## src/rtl/muldiv_pkg.sv

```systemverilog
// Shared types and constants for the HI/LO multiply/divide sequencer.
package muldiv_pkg;

  // Operation encodings as presented by the execute stage; bit 1 selects divide and bit 0
  // selects signed.
  typedef enum logic [1:0] {
    OP_MULTU = 2'b00,
    OP_MULT  = 2'b01,
    OP_DIVU  = 2'b10,
    OP_DIV   = 2'b11
  } op_e;

  typedef enum logic [1:0] {
    IDLE,
    RUN,
    FIX,
    DONE
  } state_e;

  // Acceptance-to-write latency of a full-length operation.
  localparam int unsigned DONE_LAT = 34;

  function automatic logic op_is_div(input logic [1:0] op);
    return op[1];
  endfunction

  function automatic logic op_is_signed(input logic [1:0] op);
    return op[0];
  endfunction

endpackage

```

## src/rtl/muldiv_sign_fix.sv

```systemverilog
// Conditional two's-complement negation. In wide mode the whole 2*WIDTH value is negated
// under i_neg_hi. Otherwise the upper and lower halves are negated independently.
module muldiv_sign_fix #(
  parameter int unsigned WIDTH = 32
) (
  input  logic [2*WIDTH-1:0] i_val,
  input  logic               i_wide,
  input  logic               i_neg_hi,
  input  logic               i_neg_lo,
  output logic [2*WIDTH-1:0] o_val
);

  logic [2*WIDTH-1:0] w_neg_wide;
  logic [WIDTH-1:0]   w_neg_hi;
  logic [WIDTH-1:0]   w_neg_lo;

  assign w_neg_wide = '0 - i_val;
  assign w_neg_hi   = '0 - i_val[2*WIDTH-1:WIDTH];
  assign w_neg_lo   = '0 - i_val[WIDTH-1:0];

  // Select the negated form of each part on request.
  always_comb begin
    o_val = i_val;
    if (i_wide) begin
      if (i_neg_hi) o_val = w_neg_wide;
    end else begin
      if (i_neg_hi) o_val[2*WIDTH-1:WIDTH] = w_neg_hi;
      if (i_neg_lo) o_val[WIDTH-1:0] = w_neg_lo;
    end
  end

endmodule

```

## src/rtl/muldiv_sequencer.sv

```systemverilog
// Multi-cycle multiply/divide engine for the HI/LO register, one bit per cycle.
// Optional feature macro: MULDIV_EARLY_TERM_EN ends a multiply once the remaining multiplier
// bits are all zero.
module muldiv_sequencer
  import muldiv_pkg::*;
#(
  parameter int unsigned WIDTH = 32,
  parameter int unsigned CNT_W = 6
) (
  input  logic             i_clk,
  input  logic             i_rst,
  input  logic             i_issue_valid,
  output logic             o_issue_ready,
  input  logic [1:0]       i_op,
  input  logic [WIDTH-1:0] i_a,
  input  logic [WIDTH-1:0] i_b,
  input  logic             i_hilo_rd_req,
  input  logic             i_flush,
  output logic             o_stall_req,
  output logic             o_we_hilo,
  output logic [WIDTH-1:0] o_hi,
  output logic [WIDTH-1:0] o_lo,
  output logic             o_div0,
  output logic             o_busy
);

  state_e             r_state, w_state_nxt;
  logic [1:0]         r_op;
  logic               r_neg_q;   // product / quotient is negated
  logic               r_neg_r;   // remainder is negated
  logic [CNT_W-1:0]   r_cnt;
  logic [2*WIDTH-1:0] r_acc;     // product, or remainder in the low half
  logic [2*WIDTH-1:0] r_mcand;   // shifting multiplicand, or divisor in the low half
  logic [WIDTH-1:0]   r_mq;      // multiplier shifting out, or dividend -> quotient
  logic [WIDTH-1:0]   r_hi, r_lo;
  logic               r_div0;

  logic               w_accept, w_in_div, w_in_signed, w_is_div, w_b_zero, w_last, w_ge;
  logic [2*WIDTH-1:0] w_abs, w_fix_in, w_fixed, w_acc_mul;
  logic [WIDTH-1:0]   w_abs_a, w_abs_b, w_mq_mul, w_mq_div, w_rem_nxt;
  logic [WIDTH:0]     w_rem_sh, w_diff;

  assign w_in_div    = op_is_div(i_op);
  assign w_in_signed = op_is_signed(i_op);
  assign w_is_div    = op_is_div(r_op);
  assign w_accept    = (r_state == IDLE) && i_issue_valid && !i_flush;
  assign w_b_zero    = (i_b == '0);
  assign w_last      = (r_cnt == CNT_W'(WIDTH - 1));

  // Operand magnitudes at acceptance.
  muldiv_sign_fix #(.WIDTH(WIDTH)) u_abs (
    .i_val    ({i_a, i_b}),
    .i_wide   (1'b0),
    .i_neg_hi (w_in_signed & i_a[WIDTH-1]),
    .i_neg_lo (w_in_signed & i_b[WIDTH-1]),
    .o_val    (w_abs)
  );
  assign w_abs_a = w_abs[2*WIDTH-1:WIDTH];
  assign w_abs_b = w_abs[WIDTH-1:0];

  // Shift-add multiply step.
  assign w_acc_mul = r_acc + (r_mq[0] ? r_mcand : '0);
  assign w_mq_mul  = r_mq >> 1;

  // Restoring divide step. The partial remainder never reaches 2^WIDTH after a subtraction,
  // so bit WIDTH of the difference is a clean borrow.
  assign w_rem_sh  = {r_acc[WIDTH-1:0], r_mq[WIDTH-1]};
  assign w_diff    = w_rem_sh - {1'b0, r_mcand[WIDTH-1:0]};
  assign w_ge      = ~w_diff[WIDTH];
  assign w_rem_nxt = w_ge ? w_diff[WIDTH-1:0] : w_rem_sh[WIDTH-1:0];
  assign w_mq_div  = {r_mq[WIDTH-2:0], w_ge};

  // Sign correction. A product is negated as one wide value. A divide has
  // hi = remainder and lo = quotient, which are negated separately.
  assign w_fix_in = w_is_div ? {r_acc[WIDTH-1:0], r_mq} : r_acc;
  muldiv_sign_fix #(.WIDTH(WIDTH)) u_fix (
    .i_val    (w_fix_in),
    .i_wide   (!w_is_div),
    .i_neg_hi (w_is_div ? r_neg_r : r_neg_q),
    .i_neg_lo (r_neg_q),
    .o_val    (w_fixed)
  );

  // State register.
  always_ff @(posedge i_clk or negedge i_rst) begin
    if (!i_rst) r_state <= IDLE;
    else        r_state <= w_state_nxt;
  end

  // Next-state logic.
  always_comb begin
    w_state_nxt = r_state;
    case (r_state)
      IDLE: begin
        if (w_accept) begin
          if (w_in_div && w_b_zero) w_state_nxt = DONE;
`ifdef MULDIV_EARLY_TERM_EN
          else if (!w_in_div && (w_abs_b == '0)) w_state_nxt = FIX;
`endif
          else w_state_nxt = RUN;
        end
      end
      RUN: begin
        if (i_flush) w_state_nxt = IDLE;
        else if (w_last) w_state_nxt = FIX;
`ifdef MULDIV_EARLY_TERM_EN
        else if (!w_is_div && (w_mq_mul == '0)) w_state_nxt = FIX;
`endif
      end
      FIX:     w_state_nxt = i_flush ? IDLE : DONE;
      DONE:    w_state_nxt = IDLE;
      default: w_state_nxt = IDLE;
    endcase
  end

  // Datapath: latch operands, iterate, and load the corrected result.
  always_ff @(posedge i_clk or negedge i_rst) begin
    if (!i_rst) begin
      r_op    <= '0;
      r_neg_q <= 1'b0;
      r_neg_r <= 1'b0;
      r_cnt   <= '0;
      r_acc   <= '0;
      r_mcand <= '0;
      r_mq    <= '0;
      r_hi    <= '0;
      r_lo    <= '0;
      r_div0  <= 1'b0;
    end else begin
      case (r_state)
        IDLE: begin
          if (w_accept) begin
            r_op    <= i_op;
            r_neg_q <= w_in_signed & (i_a[WIDTH-1] ^ i_b[WIDTH-1]);
            r_neg_r <= w_in_signed & i_a[WIDTH-1];
            r_cnt   <= '0;
            r_acc   <= '0;
            r_div0  <= 1'b0;
            if (w_in_div) begin
              r_mq    <= w_abs_a;
              r_mcand <= {{WIDTH{1'b0}}, w_abs_b};
              if (w_b_zero) begin
                r_hi   <= i_a;
                r_lo   <= '1;
                r_div0 <= 1'b1;
              end
            end else begin
              r_mq    <= w_abs_b;
              r_mcand <= {{WIDTH{1'b0}}, w_abs_a};
            end
          end
        end
        RUN: begin
          r_cnt <= r_cnt + CNT_W'(1);
          if (w_is_div) begin
            r_acc <= {{WIDTH{1'b0}}, w_rem_nxt};
            r_mq  <= w_mq_div;
          end else begin
            r_acc   <= w_acc_mul;
            r_mq    <= w_mq_mul;
            r_mcand <= r_mcand << 1;
          end
        end
        FIX: begin
          if (!i_flush) {r_hi, r_lo} <= w_fixed;
        end
        default: ;
      endcase
    end
  end

  assign o_busy        = (r_state != IDLE);
  assign o_issue_ready = (r_state == IDLE);
  assign o_we_hilo     = (r_state == DONE);
  assign o_div0        = (r_state == DONE) && r_div0;
  assign o_hi          = r_hi;
  assign o_lo          = r_lo;
  assign o_stall_req   = o_busy && (i_hilo_rd_req || i_issue_valid);

endmodule

```

## config.mk

```make
export PLATFORM = sky130hd
export DESIGN_NAME = muldiv_sequencer
export DESIGN_NICKNAME = d
export VERILOG_FILES = /design/src/rtl/muldiv_pkg.sv /design/src/rtl/muldiv_sign_fix.sv /design/src/rtl/muldiv_sequencer.sv
export SDC_FILE = /design/constraint.sdc
export NUM_CORES = 1
export LEC_CHECK = 0
export BUFFER_PORTS_ARGS = -buffer_cell sky130_fd_sc_hd__buf_2
export CAP_MARGIN = 20
export CELL_PAD_IN_SITES_DETAIL_PLACEMENT = 1
export CELL_PAD_IN_SITES_GLOBAL_PLACEMENT = 2
export CORE_MARGIN = 2
export CORE_UTILIZATION = 41
export CTS_CLUSTER_DIAMETER = 50
export DETAILED_ROUTE_END_ITERATION = 16
export GPL_ROUTABILITY_DRIVEN = 0
export GPL_TIMING_DRIVEN = 0
export HOLD_SLACK_MARGIN = 0.12
export PLACE_DENSITY_LB_ADDON = 0.1
export SLEW_MARGIN = 20
export SYNTH_ARGS = -nofsm -noshare
export SYNTH_HDL_FRONTEND = slang
export SYNTH_SLANG_ARGS = --single-unit
```

## constraint.sdc

```tcl
create_clock -name i_clk -period 10.4 [get_ports i_clk]
set_input_delay 1.04 -clock i_clk [delete_from_list [all_inputs] [get_ports i_clk]]
set_output_delay 1.04 -clock i_clk [all_outputs]
set_load 0.05 [all_outputs]
```

==> results of run 1 <==
## routing by layer
layer,global-route usage,up-vias,part of all wire
met5,0,-,0.00075
met4,0.146,10,0.043
met1,0.473,11000,0.43
li1,-,9843,-
met2,0.570,953,0.45
met3,0.0706,208,0.081
## logic make-up after synthesis
| logic type | after synthesis | share of synthesized area |
|---|---|---|
| AO/OA/AOI/OAI | 845 | 0.264 |
| AND/OR/NAND/NOR | 833 | 0.193 |
| buffers and inverters | 253 | 0.0503 |
| flip-flops | 236 | 0.283 |
| XOR/XNOR | 207 | 0.0868 |
| multiplexers | 124 | 0.0615 |
| adder cells (fa/ha/maj) | 102 | 0.0618 |
## placed cells by master (no fill, tap or decap), types with 78 or more instances in the layout
cell and count:
ha_1 100, a21oi_1 210, xor2_1 78, inv_1 86, clkbuf_1 126, dfrtp_1 236
mux2i_1 109, xnor2_1 129, o21ai_0 171, and2_1 80, buf_2 157, nand2_1 243
nor2_1 230
## per-stage QoR
step	total power, mW	hold WS [ns]	utilization	instances
2_1_floorplan	3.36	0.439	-	2600
3_3_place_gp	4.33	0.460	0.446	3410
3_5_place_dp	4.41	0.466	0.447	3412
4_1_cts	5.72	0.478	0.472	3477
5_1_grt	6.08	0.493	0.472	3477
6_report	5.80	0.447	0.472	3477
## final cells by class
class                   instances  share of cell area
clock inverters                19             0.00907
repair buffers                140              0.0318
multi-input cells            2111               0.587
clock buffers                  46              0.0435
flip-flops and latches        236               0.249
well taps                     672              0.0354
plain buffers                 165              0.0303
inverters                      88              0.0139
## path summary, 6_finish.rpt
| path | cells after the start | startpoint | to | slack (ns) |
|---|---|---|---|---|
| setup / recovery | 22 | r_op[1]$_DFFE_PN0P_ | o_hi[26]$_DFFE_PN0P_ | 3.88 |
| hold / removal | 1 | i_rst | r_mcand[12]$_DFFE_PN0P_ | 0.45 |
| setup reg to reg | 22 | r_op[1]$_DFFE_PN0P_ | o_hi[26]$_DFFE_PN0P_ | 3.88 |
| hold reg to reg | 2 | o_hi[13]$_DFFE_PN0P_ | o_hi[13]$_DFFE_PN0P_ | 0.47 |
| max in group asynchronous | 3 | i_rst | r_acc[57]$_DFFE_PN0P_ | 8.66 |
| min in group i_clk | 2 | o_hi[13]$_DFFE_PN0P_ | o_hi[13]$_DFFE_PN0P_ | 0.47 |
## state kept, by name, indices dropped and copies added (netlist names), 2 cells and up
signal	count
o_lo	32
r_mcand	64
o_hi	32
r_acc	64
r_state	2
r_cnt	6
r_mq	32
## report_power, final
part	total, mW	switching (mW)	internal, mW	leakage, nW
registers	1.47	0.401	1.07	3.05
clock network	1.29	0.502	0.788	0.604
logic	3.03	1.93	1.10	6.88
total	5.80	2.83	2.96	10.5
## worst register-to-register path, delay by kind of cell, from the launching register on
kind / cells / cell delay (ns)
AOI/OAI and AO/OA: 5 / 0.93
and+or+nand+nor: 3 / 1.07
muxes: 1 / 0.23
DFF: 1 / 0.34
buffers and inverters: 11 / 3.06
adders and majority gates: 1 / 0.26
xor gates and xnor gates: 1 / 0.51
==> results by group, run 1 <==
Flow run
  – Max-Cap Viols: 0

Yosys
  – Yosys top cell area share: 0.283
  – Synth Warn #: 0
  – Synth cell count leaders: nand2_1, dfrtp_1, nor2_1
  – Top-count cell post-synth: nand2_1
  – Largest cells by area after synthesis: dfrtp_1, ha_1, xnor2_1
  – Sequential area share after synthesis: 0.283
  – Distinct cell type count after synthesis: 91
  – Mapped Cells: 2,600
  – Post-Syn Area: 20,900 um2
  – Post-synthesis register bit count: about 240
  – Net Count, Synth: between 2,000 and 3,000
  – Synth Area per Inst: ~8 um2
  – Asr flop ratio synth: 1.00
  – Leading area contributor after synthesis: dfrtp_1
  – EDFF count, synth: 0
  – Most used DFF post-synth: dfrtp_1

Finish
  – Fin nets: 2,953
  – FF/Latch Area: around 5900 um2
  – Share of layout cells above drive strength 1: 0.101
  – Multi-input logic area: approximately 14,000 um2
  – Final Instance Area: approximately 24,000 um2
  – Fill count: just over 6,000
  – Antenna cells: 0
  – Layout area overhead: 13.6%

Setup path
  – CP max FO: 10
  – Slowest stage delay, CP: 0.70 ns
  – Critical path type: register to register
  – Crit path buf inv count: 11
  – Worst path cell trace: buf_6, buf_6, buf_6, buf_4, buf_2, buf_2, buf_2, buf_4, buf_4, buf_2, buf_4, mux2i_1, ha_1, o221ai_1, nor4b_1, nand3_1, a21oi_2, a31oi_1, xor2_1, nor2_1, a21oi_1, o21ai_0
  – Critical path arrival: ~7 ns
  – Worst Setup Start Kind: register
  – CP delay by family, top: buffers and inverters
  – Crit. End Element: register
  – CP max-delay cell: nor4b_1
  – CP required: 10.83 ns

Drt
  – Initial DRC Count: approximately 1,900
  – Vias: approximately 22,000
  – Vias per cell: 6.32
  – DRC: 0
  – WL final: 96,200 um
  – DRT Pass-1 Iters: 6
  – Routed WL per cell: around 28 um
  – Final ANT Viol Nets: 0

Clocking
  – Total CTS buffers: 38
  – Post-CTS setup buffers: 0
  – Clk_lat worst skew: approximately 0.56 ns
  – Deepest clock path buffer count: 3
  – CTS clock-pin slew for the worst setup and hold paths: 0.06 ns
  – TritonCTS clock tree: yes
  – CTS H-tree lvls: 2
  – Clk sinks: about 240
  – Hold_buf cts: 0
  – Post-CTS resize count: 0
  – Root Buffer: clkbuf_16

Power and ir drop
  – VDD IR max: around 0.14 mV
  – Pwr per Cell Area: roughly 240 nW/um2
  – P_leak: 10.5 nW

STA
  – Final Cycle Share: 0.627
  – Fin. max-slew vios: 0
  – Worst setup margin: slightly below 4 ns
  – RSZ-0062 raised after global routing: false
  – Final setup TNS: 0 ns
  – Setup Skew: around 0.017 ns
  – Tmin final: 6.52 ns
  – Fmax achieved: roughly 150 MHz
  – Final Hold Fails: 0
  – Slew headroom: 0.242
  – Slew @ Worst Pin: 1.14 ns
  – Final setup violation count: 0

Global route
  – Overall Global Routing Usage: 0.357
  – Largest net degree at the start of global routing: 85
  – Vias in the first global route: 22,100
  – First-pass GRT wire length: 143,000 um
  – Initial antenna violation count: 5
  – Gr ovfl total: 0

Die
  – Row cnt: 82
  – I/O pins: 140
  – CORE AREA: roughly 50,000 um2
  – Horiz. Die Dim: 230 um
  – Die Area: 52,800 um2
  – Die Y: roughly 230 um
  – Initial Util: 0.415

Placed design
  – Place WS: 4.22 ns
  – Buffers added on ports: about 140
  – Dpl hpwl: 76,800 um
  – Post-placement cell area: between 20,000 and 25,000 um2

Min path
  – Hold Path Class: input pin to async pin

Run status
  – Status: finished, final reports clean
(Power assumes the default switching activity.)
==> run 2: changes to the inputs <==
Settings changed: ABC_AREA set to 1, CORE_UTILIZATION 41 to 34.
Clock period 10.4 ns to 6.2 ns, I/O delays scaled along.
==> run 2 against run 1 <==
Count of clock-buffer cells in the layout rose by 3. Via count rose by 29%. First-iteration DRC count rose by 19%. Die area rose by 37%. Largest power group unchanged. Sequential power rose by 95%. Largest cell class unchanged.
==> results by group, run 2 <==
STA
  – Slew @ Worst Pin: 1.13 ns
  – Fin. max-slew vios: 0
  – Final Hold Fails: 0
  – RSZ-0062 raised after global routing: false
  – Final Cycle Share: 0.774
  – Hold Slack: approximately 0.41 ns
  – Setup Skew: 0.0191 ns
  – Tmin final: between 4 and 5 ns
  – Final setup TNS: 0 ns
  – Fmax achieved: between 200 and 250 MHz
  – Final setup violation count: 0
  – Slew headroom: 0.247

Power and ir drop
  – Pwr per Cell Area: between 600 and 700 nW/um2
  – VDD IR max: roughly 0.28 mV
  – Total Power Consumption: about 17 mW
  – P_leak: about 14 nW

Yosys
  – Net Count, Synth: ~4,200
  – Sequential area share after synthesis: 0.247
  – Largest cells by area after synthesis: dfrtp_1, nand2_1, inv_1
  – Synth Area in Compound Gates: 0.172
  – Mapped Cells: between 4,000 and 5,000
  – Most used DFF post-synth: dfrtp_1
  – Synth Warn #: 0
  – Asr flop ratio synth: 1.00
  – Yosys top cell area share: 0.247
  – Leading area contributor after synthesis: dfrtp_1
  – Distinct cell type count after synthesis: 51
  – Post-synthesis register bit count: 236
  – Top-count cell post-synth: nand2_1
  – Largest family of logic cells by synthesized area: simple AND/OR/NAND/NOR gates
  – Synth cell count leaders: nand2_1, inv_1, nor2_1
  – Post-Syn Area: ~24,000 um2
  – Multiplexer share of the synthesized area: 0
  – Post-synthesis xor/xnor area fraction: 0.0260
  – Synth Area per Inst: 5.88 um2
  – Post-synthesis simple-gate area fraction: 0.381
  – Synth Area in Adders: 0.0541
  – EDFF count, synth: 0

Drt
  – DRC: 0
  – Vias: approximately 28,000
  – Met3 WL: about 8000 um
  – Final ANT Viol Nets: 0
  – Met1 WL: 55,000 um
  – Highest routed layer: met5
  – Met2 WL: roughly 57,000 um
  – Routed WL per cell: about 24 um
  – WL final: around 130,000 um
  – DRT Pass-1 Iters: 5
  – Initial DRC Count: approximately 2,300
  – Vias per cell: between 5 and 6

Global route
  – Overall Global Routing Usage: 0.345
  – Largest net degree at the start of global routing: 88
  – Initial antenna violation count: 3
  – Vias in the first global route: 28,600
  – First-pass GRT wire length: 184,000 um
  – Gr ovfl total: 0

Flow run
  – Max-Cap Viols: 0

Clocking
  – Post-CTS resize count: 0
  – Hold_buf cts: 1
  – TritonCTS clock tree: yes
  – CTS H-tree lvls: 2
  – CTS clock-pin slew for the worst setup and hold paths: roughly 0.060 ns
  – Post-CTS setup buffers: 0
  – Deepest clock path buffer count: 3
  – Clk sinks: approximately 240
  – Clk_lat worst skew: 0.58 ns
  – Total CTS buffers: 40
  – Root Buffer: clkbuf_16

Die
  – Initial Util: 0.342
  – CORE AREA: 69,800 um2
  – I/O pins: 140
  – Die Area: between 70,000 and 80,000 um2
  – Die Y: ~270 um
  – Horiz. Die Dim: between 200 and 300 um
  – Row cnt: 97

Run status
  – Status: finished, final reports clean

Min path
  – Hold path depth: 3
  – Worst min-delay path endpoint: r_neg_r$_DFFE_PN0P_
  – Hold wc startpoint: i_issue_valid
  – Hold Path Class: input pin to register

Placed design
  – Buffers added on ports: about 140
  – Placed cell count: a little over 5,000
  – Dpl hpwl: ~100,000 um

Setup path
  – Crit. End Element: register
  – Setup slack, reg-to-reg: 1.40 ns
  – Reg-to-Reg End: r_acc[62]$_DFFE_PN0P_
  – CP required: between 6 and 7 ns
  – R2r startpoint: r_mq[0]$_DFFE_PN0P_
  – Worst Setup Start Kind: register
  – CP max FO: 10
  – Reg2Reg Depth: 21
  – Critical path type: register to register
  – Critical path arrival: between 5 and 6 ns

Finish
  – Fill count: roughly 9,600
  – Fin nets: 4,418
  – Most common cell after layout, fill and taps aside: nand2_1
  – Layout area overhead: 13.7%
  – Top Registers: r_acc (64), r_mcand (64)
  – Finished Layout Cells: 5,215
  – Share of layout cells above drive strength 1: 0.0721
  – Leading cell types in the layout, fill and taps excluded: nand2_1, inv_1, nor2_1
[run 2: changes by cell type after synthesis, moves of 104 or more]
| cell | previous run | this run |
|---|---|---|
| nand2_1 | 243 | 1286 |
| inv_1 | 86 | 580 |
| nand3_1 | 46 | 330 |
| nor2_1 | 230 | 411 |
| mux2i_1 | 109 | 0 |
| xnor2_1 | 129 | 22 |
| o21ai_0 | 171 | 275 |
[run 2: through the flow]
step                cell area (um2)   util  worst slack [ns]
floorplan                     23900      -              3.24
global placement              25700  0.369            -0.217
detailed placement            25800  0.370              1.53
CTS                           27100  0.389              1.53
global route                  27100  0.389              1.18
finish                        27100  0.389              1.40
[run 2: final cells by class]
type | instances | area [um2] | share of cell area
clock buffer | 49 | 1090 | 0.0400
tap | 940 | 1180 | 0.0433
buffer | 134 | 654 | 0.0241
multi-input combinational | 3105 | 15100 | 0.557
timing repair buffer | 141 | 766 | 0.0282
sequential | 236 | 5910 | 0.218
antenna | 1 | 2.50 | 0.0000922
clock inverter | 22 | 243 | 0.00894
inverter | 587 | 2200 | 0.0812
[run 2: logic make-up after synthesis]
group           after synthesis
flops                       236
simple gates               2193
xor+xnor                     71
buf+inv                     721
compound gates              739
fa+ha+maj                   102
[run 2: power breakdown]
part / internal [mW] / switching (mW) / total [mW]
clock: 1.39 / 0.913 / 2.30
sequential: 2.14 / 0.735 / 2.87
combinational: 3.16 / 8.71 / 11.9
[run 2: how the worst max path moves through the flow]
| stage | from | endpoint | slack (ns) | cells after the start |
|---|---|---|---|---|
| floorplan | r_mq[0]$_DFFE_PN0P_ | r_acc[62]$_DFFE_PN0P_ | 3.24 | 21 |
| global placement | i_rst | r_mcand[45]$_DFFE_PN0P_ | -0.22 | 1 |
| detailed placement | r_mq[0]$_DFFE_PN0P_ | r_acc[62]$_DFFE_PN0P_ | 1.53 | 21 |
| CTS | r_mq[0]$_DFFE_PN0P_ | r_acc[62]$_DFFE_PN0P_ | 1.53 | 21 |
| global route | r_mq[0]$_DFFE_PN0P_ | r_acc[62]$_DFFE_PN0P_ | 1.18 | 21 |
| finish | r_mq[0]$_DFFE_PN0P_ | r_acc[62]$_DFFE_PN0P_ | 1.40 | 21 |
[run 2: critical path, cell delays in order (launching register included)]
cell      delay, ns
dfrtp_1        0.42
clkbuf_2       0.55
clkbuf_1       0.39
nand2_1        0.09
inv_1          0.07
ha_1           0.20
inv_1          0.07
fa_1           0.40
inv_1          0.07
nand3_1        0.06
nand2_1        0.25
nand2_1        0.08
nand2_1        0.23
inv_1          0.12
o21ai_0        0.64
nand3_1        0.20
nand2_1        0.30
nand3_1        0.24
nand2_1        0.11
nand2_1        0.05
nand3_1        0.06
nand2_1        0.07
[run 2: per-layer routing]
metal	global-route usage	up-vias
li1	-	13500
met2	0.569	831
met3	0.0624	229
met5	0	-
met1	0.444	13900
met4	0.146	4
==> run 3: changes to the inputs <==
Settings changed: ABC_AREA 1 to 0.
Clock period 6.2 ns to 4 ns, I/O delays scaled along.
==> run 3 against run 2 <==
The flow now finishes with violations (negative setup slack). Die area down 12%. Fmax up 20%. Final area down 7.3%. Count of clock-buffer cells in the layout increased by 2. Non-clock buffer count is 68 higher. Largest cell class unchanged. Highest routed layer is now met4.
==> results by group, run 3 (synthesis gave the netlist of run 1 again) <==
STA
  – Final setup TNS: -0.00135 ns
  – Final Hold Fails: 0
  – Setup Skew: roughly 0.054 ns
  – Slew headroom: 0.288
  – Fin. max-slew vios: 0
  – Worst setup margin: -0.00135 ns
  – Fmax achieved: 250 MHz
  – Final Cycle Share: 1.00
  – Tmin final: 4.00 ns
  – Slew @ Worst Pin: 1.07 ns
  – RSZ-0062 raised after global routing: true
  – Hold Slack: between 0.1 and 0.15 ns
  – Final setup violation count: 1

Die
  – Die Y: 252 um
  – CORE AREA: between 60,000 and 70,000 um2
  – Horiz. Die Dim: between 200 and 300 um
  – Row cnt: 90
  – Initial Util: 0.345
  – I/O pins: between 100 and 150
  – Die Area: about 63,000 um2

Power and ir drop
  – VDD IR max: between 0.3 and 0.4 mV
  – Total Power Consumption: approximately 16 mW
  – Pwr per Cell Area: 652 nW/um2
  – P_leak: 11.1 nW

Global route
  – Vias in the first global route: between 20,000 and 25,000
  – Overall Global Routing Usage: 0.310
  – Gr ovfl total: 0
  – First-pass GRT wire length: approximately 150,000 um
  – Initial antenna violation count: 1
  – Largest net degree at the start of global routing: 84

Drt
  – Final ANT Viol Nets: 0
  – Initial DRC Count: around 1,800
  – DRT Pass-1 Iters: 5
  – Vias per cell: 6.03
  – Routed WL per cell: roughly 28 um
  – DRC: 0
  – Vias: roughly 22,000
  – WL final: just over 100,000 um

Run status
  – Failing checks: negative setup slack
  – Status: complete, but fails checks

Setup path
  – Critical path arrival: between 4 and 5 ns
  – Critical path type: register to register
  – Worst setup path startpoint: r_mq[0]$_DFFE_PN0P_
  – CP max FO: 5
  – Worst Setup Start Kind: register
  – Crit. End Element: register
  – R2r startpoint: r_mq[0]$_DFFE_PN0P_
  – CP required: roughly 4.4 ns

Clocking
  – CTS clock-pin slew for the worst setup and hold paths: approximately 0.060 ns
  – Deepest clock path buffer count: 3
  – Root Buffer: clkbuf_16
  – Clk_lat worst skew: 0.61 ns
  – TritonCTS clock tree: yes
  – Clk sinks: about 240
  – CTS H-tree lvls: 2
  – Total CTS buffers: 43

Finish
  – Leading cell types in the layout, fill and taps excluded: nand2_1, dfrtp_1, nor2_1
  – Most common cell after layout, fill and taps aside: nand2_1
  – Finished Layout Cells: about 3,600
  – Layout area overhead: 20.5%
  – Antenna cells: 0
  – Top Registers: r_acc (64), r_mcand (64)
  – Share of layout cells above drive strength 1: 0.149
  – Fin nets: 2,996
  – Fill count: roughly 7,300

Flow run
  – Max-Cap Viols: 0

Min path
  – Hold Path Class: input pin to register
  – Hold wc startpoint: i_a[23]

Placed design
  – Dpl hpwl: slightly above 80,000 um
  – Buffers added on ports: 138
  – Placed cell count: 3,522
run 3: cell count changes in the layout (fill, tap and decap cells not counted), sizes merged, moves of 52 or more:
cell / before / now
inv: 594 / 93
nor2: 433 / 231
xnor2: 22 / 129
nand2: 1291 / 243
o21ai: 319 / 181
a211oi: 2 / 73
a31oi: 13 / 71
nand3: 333 / 47
o22ai: 59 / 7
and2: 1 / 81
mux2i: 0 / 111
run 3: cell type report:
class                   instances  area (um2)  share of cell area
multi-input cells            2111       14500               0.575
repair buffers                190        1180              0.0468
clock buffers                  51        1150              0.0456
flip-flops and latches        236        5910               0.235
inverters                      88         330              0.0131
well taps                     782         978              0.0389
clock inverters                27         360              0.0143
plain buffers                 153         776              0.0308
run 3: final timing paths:
| path | to | slack (ns) | cells past startpoint |
|---|---|---|---|
| worst max register to register | r_acc[29]$_DFFE_PN0P_ | -0.001 | 15 |
| worst max-delay path | r_acc[29]$_DFFE_PN0P_ | -0.001 | 15 |
| worst min-delay path | o_hi[23]$_DFFE_PN0P_ | 0.15 | 3 |
| worst min register to register | o_hi[12]$_DFFE_PN0P_ | 0.48 | 2 |
| min in group asynchronous | r_mcand[4]$_DFFE_PN0P_ | 0.40 | 2 |
| max in group asynchronous | r_mcand[61]$_DFFE_PN0P_ | 2.66 | 3 |
run 3: per-stage QoR:
step | area, um2 | utilization | worst slack (ns)
after floorplan | 20900 | - | 0.00859
after global placement | 22600 | 0.373 | -2.13
after detailed placement | 22600 | 0.374 | -1.92
after CTS | 24800 | 0.409 | 0.00284
after global routing | 25200 | 0.415 | -0.121
final | 25200 | 0.415 | -0.00135
run 3: metal layers:
metal	part of all wire	track usage	vias up
met5	0	0	-
met4	0.043	0.124	0
met3	0.058	0.0373	184
met2	0.46	0.507	779
met1	0.44	0.417	11100
li1	-	-	9923
run 3: worst max-delay path: stages (launching register included):
cell       delay (ns)
dfrtp_2          0.46
clkbuf_16        0.19
buf_4            0.16
and2_4           0.15
ha_4             0.27
o211ai_1         0.10
o211ai_1         0.55
a311o_1          0.41
buf_4            0.17
nand3_2          0.10
o41ai_4          0.38
nor2_2           0.10
o31ai_2          0.26
xnor2_1          0.18
o21ai_1          0.08
a221o_1          0.27
run 3: where the power goes:
part           internal, mW  switching (mW)
Clock                  2.41            1.45
Combinational          3.31            5.34
Sequential             2.79            1.09
Total                  8.51            7.88
run 3: what timing repair did:
action | 4_1_cts | 5_1_grt
hold buffers | 4 | 0
buffers inserted | 24 | 21
gates resized for setup | 81 | 62
endpoints found under the setup margin | 104 | 65
pin swaps | 22 | 30
cloned | 1 | 0
endpoints found under the hold margin | 78 | 0
